<file path="src/rtl/mult_share_arbiter.sv">
// Arbiter that time-shares one unsigned 4x4 multiplier among NREQ requesters (round-robin).
// Define MULT_ARB_FIXED_PRIO_EN for fixed priority (lowest index wins, no last_winner register).

module multiplierFourToFour (
   input  logic [3:0] a,
   input  logic [3:0] b,
   output logic [7:0] p
);
   assign p = {4'b0000, a} * {4'b0000, b};
endmodule

module mult_share_arbiter #(
   parameter  int NREQ = 4,
   localparam int ID_W = $clog2(NREQ)
) (
   input  logic              clk,
   input  logic              rst_n,
   input  logic [NREQ-1:0]   req_i,
   input  logic [4*NREQ-1:0] a_i,
   input  logic [4*NREQ-1:0] b_i,
   output logic [NREQ-1:0]   ack_o,
   output logic              done_o,
   output logic [7:0]        result_o,
   output logic [ID_W-1:0]   result_id_o,
   output logic              busy_o,
   output logic [1:0]        state_o
);

   // Handshake: requester i holds req_i[i] and its operands until the one-cycle
   // ack_o[i]; done_o is a one-cycle pulse qualifying result_o/result_id_o.

   typedef enum logic [1:0] {
      IDLE = 2'd0,
      MUL  = 2'd1,
      RESP = 2'd2
   } state_t;

   state_t          state_q, state_d;
   logic [3:0]      op_a_q, op_b_q;
   logic [3:0]      sel_a, sel_b;
   logic [ID_W-1:0] id_q;
   logic [ID_W-1:0] win;
   logic [NREQ-1:0] grant;
   logic            found;
   logic [7:0]      product;

`ifdef MULT_ARB_FIXED_PRIO_EN
   always_comb begin
      win   = '0;
      grant = '0;
      sel_a = '0;
      sel_b = '0;
      found = 1'b0;
      for (int i = 0; i < NREQ; i++) begin
         if (req_i[i] && !found) begin
            found    = 1'b1;
            win      = ID_W'(i);
            grant[i] = 1'b1;
            sel_a    = a_i[4*i +: 4];
            sel_b    = b_i[4*i +: 4];
         end
      end
   end
`else
   logic [ID_W-1:0] last_q;

   // First pass looks above the last winner, second pass wraps around to index 0.
   always_comb begin
      win   = '0;
      grant = '0;
      sel_a = '0;
      sel_b = '0;
      found = 1'b0;
      for (int i = 0; i < NREQ; i++) begin
         if (req_i[i] && !found && (i > int'(last_q))) begin
            found    = 1'b1;
            win      = ID_W'(i);
            grant[i] = 1'b1;
            sel_a    = a_i[4*i +: 4];
            sel_b    = b_i[4*i +: 4];
         end
      end
      for (int i = 0; i < NREQ; i++) begin
         if (req_i[i] && !found) begin
            found    = 1'b1;
            win      = ID_W'(i);
            grant[i] = 1'b1;
            sel_a    = a_i[4*i +: 4];
            sel_b    = b_i[4*i +: 4];
         end
      end
   end

   always_ff @(posedge clk or negedge rst_n) begin
      if (!rst_n) begin
         last_q <= ID_W'(NREQ - 1);
      end else if (state_q == IDLE && found) begin
         last_q <= win;
      end
   end
`endif

   always_ff @(posedge clk or negedge rst_n) begin
      if (!rst_n) begin
         state_q <= IDLE;
      end else begin
         state_q <= state_d;
      end
   end

   always_comb begin
      state_d = state_q;
      case (state_q)
         IDLE:    if (found) state_d = MUL;
         MUL:     state_d = RESP;
         RESP:    state_d = IDLE;
         default: state_d = IDLE;
      endcase
   end

   always_comb begin
      busy_o  = (state_q != IDLE);
      state_o = state_q;
   end

   // The multiplier only ever sees the captured operands.
   multiplierFourToFour u_mult (
      .a (op_a_q),
      .b (op_b_q),
      .p (product)
   );

   always_ff @(posedge clk or negedge rst_n) begin
      if (!rst_n) begin
         op_a_q      <= '0;
         op_b_q      <= '0;
         id_q        <= '0;
         ack_o       <= '0;
         done_o      <= 1'b0;
         result_o    <= 8'h00;
         result_id_o <= '0;
      end else begin
         ack_o  <= '0;
         done_o <= 1'b0;
         case (state_q)
            IDLE: begin
               if (found) begin
                  op_a_q <= sel_a;
                  op_b_q <= sel_b;
                  id_q   <= win;
                  ack_o  <= grant;
               end
            end
            MUL: begin
               result_o    <= product;
               result_id_o <= id_q;
               done_o      <= 1'b1;
            end
            default: ;
         endcase
      end
   end

endmodule

</file>
<file path="config.mk">
export PLATFORM = sky130hd
export DESIGN_NAME = mult_share_arbiter
export DESIGN_NICKNAME = d
export VERILOG_FILES = /design/src/rtl/mult_share_arbiter.sv
export SDC_FILE = /design/constraint.sdc
export NUM_CORES = 1
export LEC_CHECK = 0
export CORE_AREA = 2 2 75 77
export CTS_CLUSTER_SIZE = 14
export DETAILED_ROUTE_END_ITERATION = 10
export DIE_AREA = 0 0 77 79
export GPL_TIMING_DRIVEN = 0
export PLACE_DENSITY_LB_ADDON = 0.1
export SKIP_CTS_REPAIR_TIMING = 1
export SLEW_MARGIN = 20
export SYNTH_ARGS = -nofsm -noshare
export SYNTH_HDL_FRONTEND = slang
export SYNTH_SLANG_ARGS = --single-unit
</file>
<file path="constraint.sdc">
create_clock -name clk -period 2.7 [get_ports clk]
set_input_delay 0.405 -clock clk [delete_from_list [all_inputs] [get_ports clk]]
set_output_delay 0.405 -clock clk [all_outputs]
set_load 0.05 [all_outputs]
</file>
* Word level (Yosys, flattened, before mapping) *
Index checks and enable logic that the tools add are counted.

word-level totals
  register bits = 29
  input bits = 38
  output and inout port bits = 18
  word-level logic and storage cells = 73

operators by class
  multipliers = 1
  magnitude comparators = 3
  equal/unequal tests = 2
  muxes and demuxes = 39
  reduce and logical (&&, ||, !) cells = 19

operators with widths
  cell                                                           count
  2-to-1 mux 4 bit                                               16
  2-to-1 mux 1 bit                                               15
  2-to-1 mux 2 bit                                               7
  logical AND 1 bit                                              10
  multiplier 4 x 4 -> 8 bit                                      1
  zero test 1 bit                                                6
  greater-than comparator 2 bit (first input constant)           2
  case mux 2 bit (2 select lines)                                1
  equality test 2 x 1 -> 1 bit (second input constant)           1
  greater-than comparator 1 x 2 -> 1 bit (first input constant)  1
  zero test 2 bit                                                1
  inequality test 2 bit (second input constant)                  1
  AND reduction 2 bit                                            1
  nonzero test 2 bit                                             1

* Depth between registers and ports, before layout *
  word-level depth = 25
  mapped depth = 10
  depth with buffers taken out = 10

* Modules after synthesis *
Synthesis repeated with hierarchy kept, for this count alone.

unflattened totals
  cells, all modules = 218
  area total of the unflattened synthesis = 2,219.6 sq um

by module, submodules not included
  module                times used  cells each  area an instance (sq um)  seq. area each (sq um)
  mult_share_arbiter    1           167         1,771.7                   728.2
  multiplierFourToFour  1           51          447.9                     0.0

* Least setup slack after synthesis *
OpenSTA, ideal clock, no wires.

  path type = reg-to-reg
  from = register op_b_q[3]
  to = register result_o[7]
  setup time = 0.070 ns
  arrival time = 2.669 ns
  required time = 2.630 ns
  slack = -0.039 ns
  cell stages (with the launch flop) = 10
  path through = dfrtp_1 nand2_1 fa_1 fa_1 inv_1 ha_1 a21o_1 a31o_2 a2111oi_0 nand3b_1

between the ends
  cells in the longest elaborated chain, start to end = 1

ends and longest elaborated chain
  element                    line  text
  from (decl)                39    logic [3:0] op_a_q, op_b_q;
  from (signal assigned)     149   op_b_q <= sel_b;
  multiplier 4 x 4 -> 8 bit  9     assign p = {4'b0000, a} * {4'b0000, b};
  to (signal assigned)       155   result_o <= product;
  to (decl)                  23    output logic [7:0] result_o,

No other way between the ends.
A chain may end at the register's enable or synchronous reset.

* Worst setup path in the final report *
Same ends and word-level chain as after synthesis.

==> reports/results.tsv <==
stage	metric	value	unit
timing	Max Slew Vio Count	0	
grt	initial antenna violation count	0	
clock_network	Clock Tree Buf Depth	2	
cells_and_area	Final Non-Filler Cells	403	
drt	routed len/inst	17.0	um
power	Seq pwr share	21.5	%
synthesis	sequential element share of the synthesized area	30.7	%
worst_setup_path	critical path type	reg -> reg	
power	leakage	0.00130	uW
timing	Final WS setup	-37.1	ps
timing	Setup TNS Final	-44.3	ps
timing	worst hold margin	146	ps
worst_setup_path	Worst EP required	2920	ps
synthesis	Yosys top cell area share	28.5	%
worst_setup_path	cell repeated most along the worst path	fa_1	
grt	global-route usage over all layers	22.7	%
synthesis	mux cell area share after synthesis	0.475	%
drt	total wire length	6.83	mm
drt	total iterations of the first detailed-routing run	4	
drt	via count	2319	
cells_and_area	number of diodes	0	
clock_network	CTS Buf Count	5	
die	core area	5340	um2
clock_network	H-tree depth	2	
timing	final hold vios	0	
clock_network	number of clock sinks	29	
synthesis	Syn. warnings	0	
timing	Tcrit/Tclk final	101	%
synthesis	main flop type after synthesis	dfrtp_1	
timing	achievable clock frequency	0.365	GHz
grt	overflow left after global routing	0	
clock_network	Worst-Skew Late Latency	280	ps
synthesis	xor and xnor area share after synthesis	1.11	%
clock_network	CTS tree	built	
placement	port buffer count	53	
power	switching power	1770	uW
grt	largest net degree at the start of global routing	30	
die	die width	77	um
drt	drt drc	0	
synthesis	Synth Cell Area	2370	um2
timing	unrepaired setup endpoints after global routing	yes	
cells_and_area	FF+latch area	731	um2
worst_setup_path	CP Capture Type	flop	
synthesis	leading area contributor after synthesis	dfrtp_1	
worst_setup_path	crit path cell chain	nand2_2 -> fa_1 -> fa_1 -> inv_2 -> ha_4 -> a21o_1 -> a31o_4 -> a2111oi_4 -> nand3b_1	
cells_and_area	Layout Nets	384	
die	die area	6080	um2
synthesis	Post-Syn Area per Cell	8.94	um2
synthesis	Seq cells post-synth	29	
worst_hold_path	Hold WC Path Type	in -> async	
synthesis	Post-Syn Instances	265	
clock_network	root buffer cell	clkbuf_8	
synthesis	Post-Synth Simple-Gate Area	29.3	%
power	cell internal pwr	1880	uW
cells_and_area	multi-input logic area	1540	um2
placement	placer congestion estimate	0.913	
die	die height	79	um
cells_and_area	Area Overhead vs Synth	35.3	%
run_status	violated checks	negative setup slack	
worst_setup_path	CP peak stage delay	530	ps
cells_and_area	fin area	3210	um2
worst_setup_path	CP Max Fanout	4	
die	Ports	56	
synthesis	largest family of logic cells by synthesized area	simple AND/OR/NAND/NOR gates	
timing	Finish-stage setup viols	2	
synthesis	syn_nets	319	
worst_setup_path	delay-heaviest family, CP	adder cells	
power	Max VDD drop	0.504	mV
drt	vias per cell	5.75	
cells_and_area	fill count	533	
timing	min cycle time layout	2740	ps
synthesis	complex-gate fraction of the synthesized area	22.0	%
power	P per Cell Area	1140	nW/um2
power	Sw Share	48.5	%
worst_setup_path	slowest CP cell	fa_1	
drt	antenna viol nets, final	0	
die	starting density of the core	44.4	%
power	Comb pwr share	65.5	%
worst_setup_path	startpoint types	flop	
timing	Worst Max-Slew Pin Slew	1190	ps
placement	DP Area	2990	um2
grt	first-pass GRT wire length	10.8	mm
cells_and_area	layout cells sized above 1	17.2	%
synthesis	top-count cell post-synth	nand2_1	
synthesis	Post-Synth Adder-Cell Area	9.71	%
drt	initial drt markers	91	
placement	dpl cells	390	
grt	vias in the first global route	2178	
synthesis	Synth area leaders	dfrtp_1 (29%), ha_1 (6.3%), nand2_1 (5.7%), nand3b_1 (5.4%), nand3_1 (5.3%)	
power	clock network power share	13.0	%
worst_setup_path	worst path buffer plus inverter count	1	
placement	Post-DP HPWL	4.86	mm
synthesis	Post-synth EDFFs	0	
die	std cell rows	27	
synthesis	synth cell count leaders	nand2_1 (36), dfrtp_1 (27), nand3_1 (25)	
timing	Layout Skew	5.00	ps
synthesis	number of distinct library cells after synthesis	49	
synthesis	Synth async-reset ratio	100	%
job	max cap viols	0	
clock_network	Worst-path clk slew	70	ps
run_status	status	complete, but fails checks	
worst_setup_path	WP data arrival	2960	ps
timing	Max transition margin	19.7	%
## power by group through the flow
stage / Sequential (uW) / Combinational, uW / Clock [uW]
2_1_floorplan: 1080 / 1310 / 0
3_3_place_gp: 785 / 2200 / 0
3_5_place_dp: 792 / 2220 / 0
4_1_cts: 784 / 2250 / 484
5_1_grt: 815 / 2600 / 514
6_report: 785 / 2390 / 475
## logic make-up after synthesis
family,after synthesis
compound gates,63
fa+ha+maj,16
buf+inv,32
flops,29
simple gates,121
xor+xnor,3
mux,1
## routing by layer
| metal | wire [um] | global-route usage (%) |
|---|---|---|
| met1 | 2890 | 28.4 |
| met2 | 3330 | 38.9 |
| met3 | 429 | 3.86 |
| met4 | 186 | 9.29 |
| met5 | 0 | 0 |
## cells in the final DEF (no fill, tap or decap), types with 9 or more instances in the layout
cell	n
and2_1	9
clkdlybuf4s50_1	52
dfrtp_1	25
ha_1	10
inv_1	9
nand2_1	33
nand3_1	25
nand3b_1	17
o21ai_0	9
## sequential cells by signal (all words and copies together), names as in the netlist
signal	flops
last_q	2
id_q	2
result_o	8
op_a_q	4
state_o	2
done_o	1
result_id_o	2
op_b_q	4
ack_o	4
## through the flow
step	util, %	setup slack (ps)	total power, uW
detailed placement	56.0	-205	3020
global route	60.1	-117	3920
CTS	58.2	-226	3510
floorplan	-	-10.6	2390
finish	60.1	-37.1	3650
global placement	56.1	-174	2980
## worst paths after layout
path | start | to | depth (start not counted) | slack (ps)
worst max-delay path | op_b_q[3] | result_o[7] | 9 | -40
worst min-delay path | rst_n | result_id_o[0] | 1 | 150
worst max register to register | op_b_q[3] | result_o[7] | 9 | -40
worst min register to register | result_o[0] | result_o[0] | 2 | 470
max in group asynchronous | rst_n | op_b_q[2] | 1 | 2090
min in group clk | result_o[0] | result_o[0] | 2 | 470
## layout make-up
type / instances / area share, %
clock buffers: 6 / 2.58
multi-input cells: 204 / 48.1
well taps: 72 / 2.81
clock inverters: 2 / 1.17
flip-flops and latches: 29 / 22.8
plain buffers: 20 / 3.51
inverters: 12 / 1.48
repair buffers: 58 / 17.6
No activity file was read; power rests on OpenSTA's default activity.
